<file path="src/rtl/mux4_pkg.sv">
// Shared definitions for the 4-lane mux/demux slice: lane count, default width,
// the 2-bit lane index type and a wrap-around lane helper.
package mux4_pkg;

  localparam int NUM_LANES     = 4;
  localparam int DEFAULT_WIDTH = 8;

  typedef logic [1:0] sel_t;

  // Pointer value that gives lane 0 first priority after reset.
  localparam sel_t RESET_PTR = 2'd3;

  function automatic sel_t lane_after(input sel_t base, input int unsigned step);
    return sel_t'((32'(base) + step) % NUM_LANES);
  endfunction

endpackage

</file>
<file path="src/rtl/rr_arbiter4.sv">
// Four-way round-robin grant: searches from ptr+1 with wrap, or, while lock is
// high, only the lane ptr names is eligible.
module rr_arbiter4
  import mux4_pkg::*;
(
  input  logic [NUM_LANES-1:0] req,
  input  sel_t                 ptr,
  input  logic                 lock,
  output sel_t                 grant,
  output logic                 any
);

  always_comb begin
    grant = ptr;
    any   = 1'b0;
    if (lock) begin
      any = req[ptr];
    end else begin
      for (int unsigned k = 1; k <= NUM_LANES; k++) begin
        if (!any && req[lane_after(ptr, k)]) begin
          any   = 1'b1;
          grant = lane_after(ptr, k);
        end
      end
    end
  end

endmodule

</file>
<file path="src/rtl/mux_4to1_rr.sv">
// Round-robin 4:1 mux with a one-deep registered output stage.
// Optional MUX4_PACKET_LOCK_EN adds x_last and holds the grant for a whole packet.
module mux_4to1_rr
  import mux4_pkg::*;
#(
  parameter int WIDTH = DEFAULT_WIDTH
) (
  input  logic                 clk,
  input  logic                 rst_n,
  input  logic [WIDTH-1:0]     x0,
  input  logic [WIDTH-1:0]     x1,
  input  logic [WIDTH-1:0]     x2,
  input  logic [WIDTH-1:0]     x3,
  input  logic [NUM_LANES-1:0] v,
`ifdef MUX4_PACKET_LOCK_EN
  input  logic [NUM_LANES-1:0] x_last,
`endif
  output logic [NUM_LANES-1:0] rdy,
  output logic [WIDTH-1:0]     y,
  output logic                 y_valid,
  input  logic                 y_ready,
  output sel_t                 s
);

  logic [WIDTH-1:0] lanes [NUM_LANES];
  sel_t             ptr;
  sel_t             grant;
  logic             any;
  logic             load;
  logic             lock_req;

  assign lanes[0] = x0;
  assign lanes[1] = x1;
  assign lanes[2] = x2;
  assign lanes[3] = x3;

`ifdef MUX4_PACKET_LOCK_EN
  logic locked;

  // A beat without x_last keeps the grant pinned to its lane for the next beat.
  always_ff @(posedge clk or negedge rst_n) begin
    if (!rst_n) begin
      locked <= 1'b0;
    end else if (load) begin
      locked <= !x_last[grant];
    end
  end

  assign lock_req = locked;
`else
  assign lock_req = 1'b0;
`endif

  rr_arbiter4 u_arb (
    .req   (v),
    .ptr   (ptr),
    .lock  (lock_req),
    .grant (grant),
    .any   (any)
  );

  // The output stage can take a new beat when empty or when it is draining.
  assign load = (!y_valid || y_ready) && any;

  always_comb begin
    rdy = '0;
    if (load) begin
      rdy[grant] = 1'b1;
    end
  end

  always_ff @(posedge clk or negedge rst_n) begin
    if (!rst_n) begin
      y       <= '0;
      s       <= '0;
      y_valid <= 1'b0;
      ptr     <= RESET_PTR;
    end else if (load) begin
      y       <= lanes[grant];
      s       <= grant;
      y_valid <= 1'b1;
      ptr     <= grant;
    end else if (y_ready) begin
      y_valid <= 1'b0;
    end
  end

endmodule

</file>
<file path="config.mk">
export PLATFORM = sky130hd
export DESIGN_NAME = mux_4to1_rr
export DESIGN_NICKNAME = d
export VERILOG_FILES = /design/src/rtl/mux4_pkg.sv /design/src/rtl/rr_arbiter4.sv /design/src/rtl/mux_4to1_rr.sv
export SDC_FILE = /design/constraint.sdc
export NUM_CORES = 1
export LEC_CHECK = 0
export CORE_MARGIN = 3
export CORE_UTILIZATION = 36
export CTS_CLUSTER_SIZE = 16
export DETAILED_ROUTE_END_ITERATION = 7
export PLACE_DENSITY = 0.91
export SETUP_SLACK_MARGIN = 0.2
export SKIP_CTS_REPAIR_TIMING = 1
export SKIP_LAST_GASP = 1
export SYNTH_ARGS = -nofsm -noshare
export SYNTH_HDL_FRONTEND = slang
export SYNTH_SLANG_ARGS = --single-unit
</file>
<file path="constraint.sdc">
create_clock -name clk -period 1.95 [get_ports clk]
set_input_delay 0.2925 -clock clk [delete_from_list [all_inputs] [get_ports clk]]
set_output_delay 0.2925 -clock clk [all_outputs]
set_load 0.01 [all_outputs]
</file>
### Word level (Yosys, flattened, before mapping)

Index checks and enable logic that the tools add are counted.

* input port bits: 39
* ROM bits: 0
* logic and storage cells: 51
* output and inout bits: 15
* bits in writable memories: 0
* bits in latches: 0
* bits in registers: 13
* memories: 0

* bitwise operators: 1
* divide/modulo/power cells: 0
* equality and inequality tests: 0
* reductions and logical operators: 11
* add/sub/neg operators: 4
* shifts and indexed selects: 0
* muxes and demuxes: 24
* multipliers: 0
* order comparisons: 7

Operators with widths (count)
* binary-select mux 8 bit (select 2 bit): 1
* 2-to-1 mux 8 bit: 2
* < comparator 2 x 3 -> 1 bit, second input constant: 5
* 2-to-1 mux 1 bit: 11
* binary-select mux 1 bit (select 2 bit): 4
* 2-to-1 mux 2 bit: 4
* logical AND 1 bit: 5
* adder 2 x 1 -> 2 bit, second input constant: 2
* adder 2 bit, second input constant: 2
* zero test 1 bit: 4
* 2-to-1 mux 4 bit: 1
* greater-or-equal comparator 3 bit, second input constant: 1
* inverter 2 -> 3 bit: 1
* demux 1 bit (select 2 bit): 1
* greater-or-equal comparator 2 x 1 -> 1 bit, second input constant: 1
* nonzero test 2 bit: 1
* logical OR 1 bit: 1

### Longest topological paths before layout

* depth after elaboration: 18
* gate-level depth with buffers: 7
* mapped depth without buffers: 5

### By module

Synthesis repeated with hierarchy kept, for this count alone.

* cells, all modules: 86
* area total of the unflattened synthesis: 1048.5 um^2

By module, submodules not included
* mux_4to1_rr: area each 740.7 um^2, times used 1, cells an instance 46, sequential area each 327.8 um^2
* rr_arbiter4: area each 307.8 um^2, times used 1, cells an instance 40, sequential area each 0.0 um^2

### Worst setup path before layout

OpenSTA, ideal clock, no wires.

* kind: flip-flop to output port
* start: register ptr[1]
* end: output port rdy[2]
* path buffers: 2
* arrival time: 1.526 ns
* required time: 1.657 ns
* stages on the path, launching flop included: 7
* path slack: 0.131 ns
* cells stage by stage: dfstp_2 -> buf_4 -> nand2_1 -> a31o_1 -> a211oi_1 -> buf_2 -> and2_1

* longest elaborated chain between the ends: 18
* elaborated cells on any way between the ends: 33
* those cells by class: add/sub: 4; order compare: 2; mux: 19; reduce/logical: 8

RTL lines
* start: declaration: line mux_4to1_rr.sv:26 `sel_t ptr;`
* start signal: assignment: line mux_4to1_rr.sv:82 `ptr <= grant;`
* adder 2 x 1 -> 2 bit: line mux4_pkg.sv:14 `return sel_t'((32'(base) + step) % NUM_LANES);`
* binary-select mux 1 bit (select 2 bit): line rr_arbiter4.sv:20 `if (!any && req[lane_after(ptr, k)]) begin`
* 2-to-1 mux 1 bit (not written as such): line rr_arbiter4.sv:20
* 2-to-1 mux 1 bit: line rr_arbiter4.sv:20
* zero test 1 bit: line rr_arbiter4.sv:20
* logical AND 1 bit: line rr_arbiter4.sv:20
* 2-to-1 mux 1 bit: line rr_arbiter4.sv:20
* zero test 1 bit: line rr_arbiter4.sv:20
* [... 2 more ...]
* zero test 1 bit: line rr_arbiter4.sv:20
* logical AND 1 bit: line rr_arbiter4.sv:20
* 2-to-1 mux 2 bit: line rr_arbiter4.sv:20
* < comparator 2 x 3 -> 1 bit (not written as such) or greater-or-equal comparator 2 x 1 -> 1 bit (tied branches): line mux_4to1_rr.sv:68 `rdy[grant] = 1'b1;`
* logical AND 1 bit (not written as such): line mux_4to1_rr.sv:68
* 2-to-1 mux 1 bit (not written as such): line mux_4to1_rr.sv:68
* demux 1 bit (select 2 bit): line mux_4to1_rr.sv:68
* 2-to-1 mux 4 bit *: line mux_4to1_rr.sv:67 `if (load) begin`
* end: declaration: line mux_4to1_rr.sv:18 `output logic [NUM_LANES-1:0] rdy,`

Every way passes the cells marked *; elsewhere a longest branch is shown, timed or not. The select of a mux whose other input is x is not followed.

### Worst setup path in the final report

* start: register ptr[1]
* end: output port rdy[3]

The elaborated chain is that of the path after synthesis.

==> run_results.csv <==
group,metric,value,unit
global_routing,grt_pass1_vias,1091,
worst_hold_path,hold_path_class,"input pin to async pin",
flow_run,cap_violations,0,
power,irDropWorstVdd,660.2,uV
yosys,synth-compound-area-share,25.48,%
placement,pre_cts_ws,-0.5514,ns
placement,port_buffers,53,
finish,area_delta_synth_final,100.7,%
placement,hpwl,2305,um
floorplanning,die_height,54.29,um
power,p_leak,0.7297,nW
clocking,insertion_delay,0.28,ns
detailed_routing,ant_nets,0,
clocking,cts_sinks,13,
placement,dpl_cell_area,1499,um^2
detailed_routing,via_count,1008,
floorplanning,boundaryPins,54,
placement,dpl.cell_count,168,
timing,slew_headroom,59.32,%
global_routing,grt_pass1_wl,4595,um
timing,rsz0062_at_grt,"true",
detailed_routing,drt-pass1-iter-count,4,
yosys,synth_fa_ha_area_share,0,%
floorplanning,rows,16,
timing,postLayoutSetupSlackWorst,-0.1588,ns
yosys,synth_cells,79,
detailed_routing,drc,0,
timing,setup_tns,-0.9107,ns
finish,instances_no_fill,181,
timing,finClkSkew,0.004993,ns
timing,final-hold-violation-count,0,
finish,area.sequential,327.8,um^2
setup_path,critPathArrivalTime,1.82,ns
run_status,violations,"negative setup slack",
yosys,synth_edf_count,0,
yosys,synth_mux_area_share,21.46,%
global_routing,grt_max_degree,18,
yosys,ys_seq_elements,13,
yosys,syn_area,839.6,um^2
detailed_routing,wl_per_cell,18.22,um
finish,diodes,0,
global_routing,antenna_found_initial,0,
yosys,synth_ff_type,"dfrtp_1",
floorplanning,die_x,54.29,um
detailed_routing,postRouteWirelength,3298,um
yosys,yosysSeqAreaShare,39.05,%
setup_path,criticalPathCategory,"flop to output pin",
setup_path,cp_max_fo,5,
yosys,avgSynthCellArea,10.63,um^2
placement,place.gp.congestion,0.7363,
setup_path,required,1.66,ns
clocking,path_clk_slew,0.09,ns
setup_path,start_kind,"flop",
floorplanning,core_area,2082,um^2
finish,num-fill-cells,139,
global_routing,overflow,0,
yosys,synth-simple-area-share,8.495,%
power,p_total,0.001522,W
floorplanning,dieArea,2947,um^2
yosys,synth-xor-area-share,0,%
clocking,clockBufferDepth,2,
clocking,cts_buffers,3,
clocking,htree_levels,1,
finish,multiInputGateArea,560.5,um^2
yosys,synthArstFlopShare,100.0,%
detailed_routing,post_drt_via_cell_ratio,5.569,
timing,min_period,2.109,ns
timing,drv_slew,0,
timing,setup_viol,11,
clocking,root_buffer,"clkbuf_4",
clocking,cts_tree,"done",
timing,worstMarginPinSlew,0.6083,ns
finish,final_cell_area,1685,um^2
yosys,synth_cell_type_count,27,
yosys,synth_top_family_by_area,"compound AO/OA/AOI/OAI gates",
finish,layout-drive-gt1-share,33.12,%
timing,fmax,474.2,MHz
power,p_per_area,903.2,nW/um^2
floorplanning,start_util,40.32,%
detailed_routing,first_iter_violations,7,
timing,fin_crit_sh,108.1,%
setup_path,end_kind,"output pin",
run_status,outcome,"complete, but fails checks",
yosys,ys_warn_count,0,
global_routing,grt_usage,22.08,%
finish,fin_nets,194,
yosys,synth_nets,118,
-- area by class of cell --
| type | count | area share [%] |
|---|---|---|
| well taps | 27 | 2.004 |
| clock buffers | 4 | 1.559 |
| repair buffers | 77 | 43.28 |
| inverters | 2 | 0.4454 |
| flip-flops and latches | 13 | 19.45 |
| multi-input cells | 58 | 33.26 |
-- flip-flops by register name (all words and copies together), names as in the netlist --
register / flops
ptr: 2
s: 2
y: 8
y_valid: 1
-- per-stage QoR --
step | util, % | hold WS [ns]
final | 80.95 | 0.3891
after global routing | 80.95 | 0.4376
after CTS | 73.26 | 0.4067
after detailed placement | 72.00 | 0.4698
after global placement | 72.00 | 0.4724
after floorplan | - | -0.003091
-- cells in the final DEF, fill, tap and decap left out, types with 3 or more instances in the layout --
| master | Yosys | routed |
|---|---|---|
| clkdlybuf4s50_1 | 0 | 48 |
| buf_4 | 1 | 16 |
| mux2i_1 | 18 | 13 |
| dfrtp_1 | 11 | 11 |
| buf_6 | 1 | 9 |
| a31oi_1 | 8 | 8 |
| o2bb2ai_1 | 8 | 6 |
| a21o_1 | 4 | 4 |
| mux2i_2 | 0 | 3 |
| nand2_1 | 5 | 3 |
| clkbuf_4 | 1 | 3 |
-- worst paths after layout --
check	start	endpoint	slack, ns	cells past startpoint
setup / recovery	ptr[1]	rdy[3]	-0.16	5
hold / removal	rst_n	y[4]	0.39	1
setup reg to reg	ptr[1]	y[6]	-0.10	8
hold reg to reg	s[1]	s[1]	0.50	1
max in group asynchronous	rst_n	y_valid	1.16	1
min in group clk	s[1]	s[1]	0.50	1
-- synthesized netlist by cell type (2+ instances only) --
cell	count	share of area, %
a21o_1	4	3.6
a31oi_1	8	6.0
clkbuf_1	2	0.89
dfrtp_1	11	33
dfstp_2	2	6.3
inv_1	2	0.89
mux2i_1	18	21
nand2_1	5	2.2
nor3_1	2	1.2
o2bb2ai_1	8	8.3
-- kinds of logic (layout without fill, tap and decap cells) --
| kind of cell | count (synthesis) | count (layout) |
|---|---|---|
| AO/OA/AOI/OAI | 27 | 27 |
| buffers and inverters | 8 | 83 |
| flip-flops | 13 | 13 |
| multiplexers | 18 | 18 |
| AND/OR/NAND/NOR | 13 | 13 |
-- critical path: stages, from the launching register on --
cell	delay [ns]
dfstp_2	0.63
mux2i_2	0.29
a221oi_4	0.12
buf_4	0.17
nor3_2	0.15
buf_2	0.17
-- layer usage --
metal / part of all wire (%) / up-vias / wire (um) / track usage [%]
met3: 6.1 / 10 / 200 / 5.177
met4: 3.0 / 0 / 99 / 11.62
li1: - / 453 / - / -
met5: 0 / - / 0 / 0
met2: 54 / 45 / 1787 / 39.84
met1: 37 / 500 / 1211 / 23.56
-- report_power, final --
group | total, W | internal, W | switching, W | leakage [nW]
Sequential | 0.000432 | 0.000359 | 0.0000725 | 0.141
Combinational | 0.000917 | 0.000545 | 0.000373 | 0.574
Clock | 0.000173 | 0.0000792 | 0.0000937 | 0.0150
Note: power is estimated with default switching activity, not from simulation.
